### src/rtl/adder_tree_pkg.sv
// Shared types and helpers for the time-multiplexed adder-tree reduction.
package adder_tree_pkg;

  localparam int DEFAULT_ADDER_WIDTH = 12;

  typedef enum logic [1:0] {
    IDLE   = 2'd0,
    REDUCE = 2'd1,
    DONE   = 2'd2
  } state_e;

  // Number of additions performed at tree level lvl for num_inputs leaves.
  function automatic int unsigned pairs_at_level(input int unsigned num_inputs,
                                                 input int unsigned lvl);
    return num_inputs >> (lvl + 1);
  endfunction

endpackage

### src/rtl/adder_tree_branch.sv
// Single two-input unsigned adder node; the output carries one extra bit for the carry.
module adder_tree_branch
  import adder_tree_pkg::*;
#(
  parameter int ADDER_WIDTH = DEFAULT_ADDER_WIDTH,
  parameter int EXTRA_BITS  = 1
) (
  input  logic [ADDER_WIDTH+EXTRA_BITS-1:0] a,
  input  logic [ADDER_WIDTH+EXTRA_BITS-1:0] b,
  output logic [ADDER_WIDTH+EXTRA_BITS:0]   sum
);

  assign sum = {1'b0, a} + {1'b0, b};

endmodule

### src/rtl/adder_tree_sequencer.sv
// Sums NUM_INPUTS operands through one shared adder, reducing level by level in place
// inside an operand buffer; result leaves through a valid/ready output.
module adder_tree_sequencer
  import adder_tree_pkg::*;
#(
  parameter int ADDER_WIDTH = DEFAULT_ADDER_WIDTH,
  parameter int NUM_INPUTS  = 8,
  parameter int CNT_WIDTH   = 16,
  localparam int LEVELS     = $clog2(NUM_INPUTS)
) (
  input  logic                              clk,
  input  logic                              rst_n,
  input  logic                              flush,
  input  logic                              in_valid,
  output logic                              in_ready,
  input  logic [NUM_INPUTS*ADDER_WIDTH-1:0] in_data,
  output logic                              out_valid,
  input  logic                              out_ready,
  output logic [ADDER_WIDTH+LEVELS-1:0]     out_sum,
  output logic                              busy,
  output logic [CNT_WIDTH-1:0]              done_count
);

  localparam int SUM_W = ADDER_WIDTH + LEVELS;

  state_e               state_q, state_d;
  logic [LEVELS-1:0]    lvl_q, lvl_d;
  logic [LEVELS-1:0]    pair_q, pair_d;
  logic [SUM_W-1:0]     opbuf_q [NUM_INPUTS];
  logic [SUM_W-1:0]     opbuf_d [NUM_INPUTS];
  logic [CNT_WIDTH-1:0] done_cnt_q, done_cnt_d;

  logic [LEVELS-1:0]    idx_a, idx_b;
  logic [SUM_W:0]       add_sum;
  logic                 add_carry_unused;
  logic                 last_pair, last_level;
  logic                 in_fire, out_fire;

  // pair_q < NUM_INPUTS/2, so the shift never loses a set bit.
  assign idx_a = pair_q << 1;
  assign idx_b = idx_a | LEVELS'(1);

  adder_tree_branch #(
    .ADDER_WIDTH (ADDER_WIDTH),
    .EXTRA_BITS  (LEVELS)
  ) u_adder (
    .a   (opbuf_q[idx_a]),
    .b   (opbuf_q[idx_b]),
    .sum (add_sum)
  );

  // LEVELS guard bits already hold the full sum; the carry is structurally zero.
  assign add_carry_unused = add_sum[SUM_W];

  assign last_pair  = (32'(pair_q) == pairs_at_level(NUM_INPUTS, 32'(lvl_q)) - 1);
  assign last_level = (32'(lvl_q) == 32'(LEVELS - 1));

  assign in_fire  = (state_q == IDLE) && in_valid && !flush;
  assign out_fire = (state_q == DONE) && out_ready && !flush;

  always_comb begin
    state_d    = state_q;
    lvl_d      = lvl_q;
    pair_d     = pair_q;
    opbuf_d    = opbuf_q;
    done_cnt_d = done_cnt_q;
    case (state_q)
      IDLE: begin
        if (in_fire) begin
          for (int i = 0; i < NUM_INPUTS; i++) begin
            opbuf_d[i] = {{LEVELS{1'b0}}, in_data[i*ADDER_WIDTH +: ADDER_WIDTH]};
          end
          lvl_d   = '0;
          pair_d  = '0;
          state_d = REDUCE;
        end
      end
      REDUCE: begin
        // Writing slot p only overwrites a slot already consumed earlier this level.
        opbuf_d[pair_q] = add_sum[SUM_W-1:0];
        if (last_pair) begin
          pair_d = '0;
          lvl_d  = lvl_q + LEVELS'(1);
          if (last_level) state_d = DONE;
        end else begin
          pair_d = pair_q + LEVELS'(1);
        end
      end
      DONE: begin
        if (out_fire) begin
          if (done_cnt_q != '1) done_cnt_d = done_cnt_q + CNT_WIDTH'(1);
          state_d = IDLE;
        end
      end
      default: state_d = IDLE;
    endcase
    if (flush) state_d = IDLE;
  end

  always_ff @(posedge clk or negedge rst_n) begin
    if (!rst_n) begin
      state_q    <= IDLE;
      lvl_q      <= '0;
      pair_q     <= '0;
      done_cnt_q <= '0;
      for (int i = 0; i < NUM_INPUTS; i++) opbuf_q[i] <= '0;
    end else begin
      state_q    <= state_d;
      lvl_q      <= lvl_d;
      pair_q     <= pair_d;
      done_cnt_q <= done_cnt_d;
      opbuf_q    <= opbuf_d;
    end
  end

  assign in_ready   = (state_q == IDLE);
  assign out_valid  = (state_q == DONE);
  assign busy       = (state_q == REDUCE) || (state_q == DONE);
  assign out_sum    = opbuf_q[0];
  assign done_count = done_cnt_q;

endmodule
### config.mk
export PLATFORM = sky130hd
export DESIGN_NAME = adder_tree_sequencer
export DESIGN_NICKNAME = d
export VERILOG_FILES = /design/src/rtl/adder_tree_pkg.sv /design/src/rtl/adder_tree_branch.sv /design/src/rtl/adder_tree_sequencer.sv
export SDC_FILE = /design/constraint.sdc
export NUM_CORES = 1
export LEC_CHECK = 0
export CAP_MARGIN = 40
export CORE_ASPECT_RATIO = 1.4
export CORE_UTILIZATION = 50
export DETAILED_ROUTE_END_ITERATION = 10
export GPL_TIMING_DRIVEN = 0
export PLACE_DENSITY_LB_ADDON = 0.05
export RECOVER_POWER = 50
export SLEW_MARGIN = 10
export SYNTH_ARGS = -nofsm -noshare
export SYNTH_HDL_FRONTEND = slang
export SYNTH_SLANG_ARGS = --single-unit
### constraint.sdc
create_clock -name clk -period 4.3 [get_ports clk]
set_input_delay 0.86 -clock clk [delete_from_list [all_inputs] [get_ports clk]]
set_output_delay 0.86 -clock clk [all_outputs]
set_load 0.02 [all_outputs]
# Word level (Yosys, flattened, before mapping)
# Index checks and enable logic that the tools add are counted.
# classes
order_cmp	4
addsub	6
multipliers	0
n_reduce_logical	13
n_mux	22
bitwise	3
shifts	1
n_eq_ne	11
div_mod_pow	0
# ops
op	count
one-hot mux 120 bit (2 select lines)	1
bitwise mux 120 bit	1
two-way mux 120 bit	1
binary-select mux 15 bit (select 3 bit)	2
two-way mux 15 bit	5
demux 15 bit (select 3 bit)	1
equality test 3 x 32 -> 1 bit	1
right shift 4 x 4 -> 32 bit, first input constant	1
subtractor 32 x 1 -> 32 bit, second input constant	1
adder 16 x 1 -> 16 bit, second input constant	1
!= test 16 bit, second input constant	1
adder 15 bit	1
greater-or-equal comparator 4 bit, second input constant	3
inverter 3 -> 4 bit	3
one-hot mux 3 bit (2 select lines)	2
two-way mux 2 bit	5
two-way mux 3 bit	3
adder 3 x 1 -> 3 bit, second input constant	2
!= test 3 x 2 -> 1 bit, second input constant	2
!= test 3 bit, second input constant	2
one-hot mux 2 bit (3 select lines)	1
AND reduction 3 bit	2
logical AND 1 bit	5
adder 3 x 1 -> 4 bit, second input constant	1
other kinds (12)	12
# word_totals
mem_bits_rw	0
reg_bits	144
mem_count	0
out_inout_bits	34
latch_bits	0
mem_bits_ro	0
elab_cells	72
inputBits	101

# Depth between registers and ports, before layout
# depth
word_depth	7
ltp_mapped	14

# Hierarchy
# From an unflattened synthesis, not the netlist that was laid out.
# hier_totals
cells_unflattened	877
hier_area_um2	8926.1
# by_module_without_submodules
module	area_per_inst_um2	seq_area_each_um2	cells_each	instances
adder_tree_sequencer	8211.6	3603.5	780	1
adder_tree_branch	714.4	0.0	97	1

# Worst setup path before layout
# Ideal clock, no wire load.
# synth_timing
kind	register -> register
from	register pair_q[0]
to	register opbuf_q[59] (netlist bit)
t_required_ns	4.166
path_stages_with_launch	12
n_path_buf	2
slack_ns	1.026
period_less_slack_ns	3.274
arrival_ns	3.140
path_cell_list	dfrtp_1 -> buf_2 -> buf_2 -> mux4_2 -> ha_1 -> a21o_1 -> a211oi_1 -> a21oi_1 -> o41ai_1 -> nand2b_1 -> xnor2_2 -> o21ai_0
# synth_via
elab_chain_cells	7
elab_cells_between_ends	17
cone_classes	1 x add/sub; 2 x order compare; 10 x mux; 3 x bitwise; 1 x reduce/logical
# synth_lines
element	line_no	source
start, declared	adder_tree_sequencer.sv:28	logic [LEVELS-1:0] pair_q, pair_d;
start signal, assigned	adder_tree_sequencer.sv:110	pair_q <= pair_d;
inverter 3 -> 4 bit (on tied branches)	adder_tree_sequencer.sv:47, adder_tree_sequencer.sv:80, adder_tree_sequencer.sv:48	
binary-select mux 15 bit (select 3 bit) (tied with other cells)	adder_tree_sequencer.sv:47	.a (opbuf_q[idx_a]),
two-way mux 15 bit (implied by the code) (tied with other cells)	adder_tree_sequencer.sv:47	
two-way mux 15 bit (on tied branches)	adder_tree_sequencer.sv:47, adder_tree_sequencer.sv:80, adder_tree_sequencer.sv:48	
adder 15 bit or demux 15 bit (select 3 bit) (tied branches)	adder_tree_branch.sv:13, adder_tree_sequencer.sv:80	
bitwise mux 120 bit *	adder_tree_sequencer.sv:80	opbuf_d[pair_q] = add_sum[SUM_W-1:0];
one-hot mux 120 bit (2 select lines) *	adder_tree_sequencer.sv:67	case (state_q)
end signal, assigned	adder_tree_sequencer.sv:112	opbuf_q <= opbuf_d;
end, declared	adder_tree_sequencer.sv:29	logic [SUM_W-1:0] opbuf_q [NUM_INPUTS];
# Mark *: on every way between the ends. The rest lies on a longest branch, timed or not. The select of a mux whose other input is x is not followed.
# A chain may end at the register's enable or synchronous reset.

# Worst setup path after layout
# layout_timing
from	register pair_q[0]
to	register opbuf_q[29] (netlist bit)
# Same word-level chain as after synthesis.

==> flow_summary.html <==
<table>
<tr><th>Metric</th><th>Value</th></tr>
<tr><th colspan="2">Setup path</th></tr>
<tr><td>Type of the setup path with the least slack</td><td>flip-flop to flip-flop</td></tr>
<tr><td>Data required time of the critical path</td><td>4.60 ns</td></tr>
<tr><td>Worst setup startpoint</td><td>pair_q[0]</td></tr>
<tr><td>Worst-case reg-to-reg path depth</td><td>11</td></tr>
<tr><td>Endpoint of the worst-slack reg-to-reg timing path</td><td>opbuf_q[29]</td></tr>
<tr><td>Critical path destination</td><td>opbuf_q[29]</td></tr>
<tr><td>R2R Path Start</td><td>pair_q[0]</td></tr>
<tr><td>Endpoint class of the critical path</td><td>flip-flop</td></tr>
<tr><td>Largest fanout of any net on the critical path</td><td>10</td></tr>
<tr><td>Critical Path AT</td><td>4.38 ns</td></tr>
<tr><td>Worst setup SP type</td><td>flip-flop</td></tr>
<tr><td>Setup slack of the worst register-to-register path</td><td>between 0.2 and 0.25 ns</td></tr>
<tr><th colspan="2">Layout</th></tr>
<tr><td>Post-route standard cell area excluding fillers</td><td>10,480 um2</td></tr>
<tr><td>Post-synthesis to final-layout area growth</td><td>27.06%</td></tr>
<tr><td>Area of the multi-input gates</td><td>roughly 4300 um2</td></tr>
<tr><td>Fraction of layout cells with a size suffix above 1</td><td>between 10% and 20%</td></tr>
<tr><td>Count of filler cells inserted in the layout</td><td>roughly 1,400</td></tr>
<tr><td>Non-Filler Instances</td><td>approximately 1,200</td></tr>
<tr><td># nets final</td><td>about 1,100</td></tr>
<tr><td>Area taken by flip-flops and latches</td><td>roughly 3600 um2</td></tr>
<tr><td>Total inserted antenna cells</td><td>0</td></tr>
<tr><th colspan="2">Logic synthesis</th></tr>
<tr><td>Cell area after synthesis</td><td>8248 um2</td></tr>
<tr><td>Most instantiated library cell after synthesis</td><td>dfrtp_1</td></tr>
<tr><td>Post-synth top area cell</td><td>dfrtp_1</td></tr>
<tr><td>EDFF count, synth</td><td>0</td></tr>
<tr><td>Commonest cells in the synthesized netlist</td><td>144 x dfrtp_1, 103 x nand2_1, 95 x a21oi_1</td></tr>
<tr><td>Share of the synthesized area in the top cell type</td><td>a little over two fifths</td></tr>
<tr><td>Nets in the synthesized netlist</td><td>970</td></tr>
<tr><td>Number of warnings printed during yosys synthesis</td><td>0</td></tr>
<tr><td>Fraction of the yosys area taken by sequential cells</td><td>a little over two fifths</td></tr>
<tr><td>Most used DFF post-synth</td><td>dfrtp_1</td></tr>
<tr><td>Top post-synthesis cells by area</td><td>dfrtp_1 44%, mux4_2 7.9%, o22ai_1 6.9%, a21oi_1 5.8%, nand2_1 4.7%</td></tr>
<tr><td>Async SR Flop Fraction</td><td>100.0%</td></tr>
<tr><td>Mean post-synth cell area</td><td>slightly below 10 um2</td></tr>
<tr><td>Synthesized netlist cell count</td><td>842</td></tr>
<tr><td>Flip-flop and latch count after synthesis</td><td>~140</td></tr>
<tr><td>Netlist cell types</td><td>55</td></tr>
<tr><th colspan="2">STA</th></tr>
<tr><td>Final Hold Vio Count</td><td>0</td></tr>
<tr><td>Number of setup violations in the final report</td><td>0</td></tr>
<tr><td>Count of final max-slew check failures</td><td>40</td></tr>
<tr><td>Slew at the pin closest to its max-slew limit</td><td>roughly 2.4 ns</td></tr>
<tr><td>Max_slew headroom</td><td>-56.85%</td></tr>
<tr><td>Final Skew</td><td>approximately 0.014 ns</td></tr>
<tr><td>Crit share post-route</td><td>94.92%</td></tr>
<tr><td>Max frequency</td><td>between 200 and 250 MHz</td></tr>
<tr><td>Setup repair after global routing missed its margin</td><td>no</td></tr>
<tr><td>Fin crit period</td><td>slightly above 4 ns</td></tr>
<tr><th colspan="2">Detailed routing</th></tr>
<tr><td>Number of nets with antenna violations after detailed routing</td><td>0</td></tr>
<tr><td>First-pass DRT Iterations</td><td>8</td></tr>
<tr><td>DRT Wirelength</td><td>around 28 mm</td></tr>
<tr><td>Vias/cell</td><td>roughly 6.2</td></tr>
<tr><td>Via count</td><td>7,552</td></tr>
<tr><td>DR WL/cell</td><td>22.81 um</td></tr>
<tr><td>Detailed-route DRC error count</td><td>0</td></tr>
<tr><td>Number of DRC markers after the initial detailed-route iteration</td><td>654</td></tr>
<tr><th colspan="2">Die</th></tr>
<tr><td>Total Die Area</td><td>17,020 um2</td></tr>
<tr><td>Initial cell density of the core</td><td>roughly half</td></tr>
<tr><td>Top-level port count</td><td>~140</td></tr>
<tr><td>Total core area</td><td>between 15,000 and 20,000 um2</td></tr>
<tr><td>Site Rows</td><td>between 50 and 60</td></tr>
<tr><td>Chip height</td><td>between 150 and 200 um</td></tr>
<tr><td>Horizontal die dimension</td><td>between 100 and 150 um</td></tr>
<tr><th colspan="2">Placement</th></tr>
<tr><td>Final estimated routing congestion in global placement</td><td>0.9348</td></tr>
<tr><td>Placed cell areas</td><td>9881 um2</td></tr>
<tr><td>Post-detailed-placement half-perimeter wirelength</td><td>~20 mm</td></tr>
<tr><td>Cell total after placement</td><td>around 1,200</td></tr>
<tr><td>Number of buffer cells added on primary ports</td><td>134</td></tr>
<tr><th colspan="2">Global routing</th></tr>
<tr><td>Via count of the first global-routing pass</td><td>roughly 7,500</td></tr>
<tr><td>Wire length of the first global-routing pass</td><td>approximately 42 mm</td></tr>
<tr><td>Maximum number of pins on one net before global-route repair</td><td>106</td></tr>
<tr><td>Antenna violations before repair</td><td>0</td></tr>
<tr><td>Total global routing overflow</td><td>0</td></tr>
<tr><td>Overall Global Routing Usage</td><td>approximately a third</td></tr>
<tr><th colspan="2">Worst hold path</th></tr>
<tr><td>Number of cells on the worst hold path</td><td>2</td></tr>
<tr><td>Hold Crit Class</td><td>flip-flop to flip-flop</td></tr>
<tr><td>Worst Min Path Start</td><td>opbuf_q[43]</td></tr>
<tr><th colspan="2">Clock network</th></tr>
<tr><td>TritonCTS sink count</td><td>about 140</td></tr>
<tr><td>Clock-pin slew on the worst setup and hold paths</td><td>0.06 ns</td></tr>
<tr><td>Post-CTS setup buffers</td><td>0</td></tr>
<tr><td>Clk Latency, worst-skew pair</td><td>approximately 0.44 ns</td></tr>
<tr><td>Root buf cell</td><td>clkbuf_16</td></tr>
<tr><td>Htree depth</td><td>4</td></tr>
<tr><td>Number of CTS-inserted buffers</td><td>17</td></tr>
<tr><td>Clock tree from TritonCTS</td><td>done</td></tr>
<tr><td>Maximum buffer depth of the clock tree</td><td>2</td></tr>
<tr><th colspan="2">Pwr</th></tr>
<tr><td>Peak ir drop on the vdd network</td><td>about 0.74 mV</td></tr>
<tr><td>Power density over cell area</td><td>just over 800 nW/um2</td></tr>
<tr><td>Total power draw</td><td>8712 uW</td></tr>
<tr><td>Leakage Power</td><td>around 0.0042 uW</td></tr>
<tr><th colspan="2">Status</th></tr>
<tr><td>Violations in the final reports</td><td>max-capacitance violations, max-slew violations</td></tr>
<tr><td>Run status</td><td>finished with violations</td></tr>
<tr><th colspan="2">Run</th></tr>
<tr><td>Number of maximum-capacitance constraint violations</td><td>1</td></tr>
</table>
timing repair:
action                                  4_1_cts  5_1_grt
endpoints found under the setup margin        8       16
endpoints found under the hold margin         0        0
resized for setup                             1        4
pin swaps                                     0        0
hold buffers                                  0        0
final cells by class:
class                           instances  share of cell area (%)
Multi-Input combinational cell        612                   40.66
Sequential cell                       144                   34.38
Timing Repair Buffer                  137                   13.10
Clock buffer                           21                   4.489
Buffer                                 71                   3.247
Tap cell                              199                   2.376
Clock inverter                         11                   1.242
Inverter                               14                  0.5014
cell families after synthesis:
group                    after synthesis  share of synthesized area, %
AND/OR/NAND/NOR                      189                         10.33
multiplexers                          57                         11.36
XOR/XNOR                              34                         3.884
adder cells (fa/ha/maj)               27                         4.187
buffers and inverters                 86                         4.733
flip-flops                           144                         43.69
AO/OA/AOI/OAI                        305                         21.81
layout by cell type, fill, tap and decap left out, types with 4 or more instances in the layout:
cell and count:
nor3b_1 5, buf_2 8, clkbuf_1 41, clkinvlp_4 4, o21ai_0 67, nor3_1 4
nor2_1 33, a22oi_1 9, a22o_1 8, mux2i_1 25, a31oi_1 10, nand2_1 103
nand2b_1 10, a21o_1 9, a21oi_1 95, buf_4 16, clkbuf_16 17, dfrtp_1 144
and3_1 4, clkdlybuf4s50_1 131, xnor2_1 16, buf_1 7, mux4_2 29, o22ai_1 91
xor2_1 14, and2_1 4, nor2b_1 4, ha_1 26, inv_1 14, nand3_1 8
worst min path at each step:
stage | to
after global placement | opbuf_q[88]
after global routing | done_count[15]
after floorplan | opbuf_q[30]
after CTS | out_sum[10]
after detailed placement | opbuf_q[43]
final | opbuf_q[43]
state kept, by name (all words and copies together) (netlist names):
name / flops
opbuf_q: 105
out_sum: 15
state_q: 2
done_count: 16
lvl_q: 3
pair_q: 3
metal layers:
metal	vias to the layer above	track usage [%]	part of all wire (%)
li1	3417	-	-
met1	3636	39.59	38
met2	407	55.78	50
met3	92	4.493	6.9
met4	0	21.02	5.7
met5	-	0	0
where the power goes:
| part | leakage [uW] | internal (uW) | total, uW | switching [uW] |
|---|---|---|---|---|
| logic | 0.00219 | 1980 | 4960 | 2970 |
| clock network | 0.000282 | 904 | 1520 | 618 |
| registers | 0.00175 | 1850 | 2230 | 385 |
through the flow:
stage          setup WS, ns  util (%)  hold WS [ns]  setup TNS [ns]
5_1_grt             0.05215     64.80        0.5037               0
4_1_cts             0.08969     64.82        0.3057               0
6_report             0.2183     64.80        0.4768               0
3_3_place_gp         -3.647     60.84        0.4579         -522.94
2_1_floorplan         1.026         -        0.4446               0
3_5_place_dp       -0.01260     61.10        0.4648        -0.01260
worst max-delay path, stage by stage, from the launching register on:
cell and delay, ns:
dfrtp_1 0.51, buf_2 0.32, buf_4 0.31, mux4_2 0.56, ha_1 0.36, a21o_1 0.20, a211oi_1 0.28, a21oi_1 0.18
o41ai_1 0.53, nand2b_1 0.19, xnor2_2 0.33, o21ai_0 0.16
No activity file was read; power rests on OpenSTA's default activity.
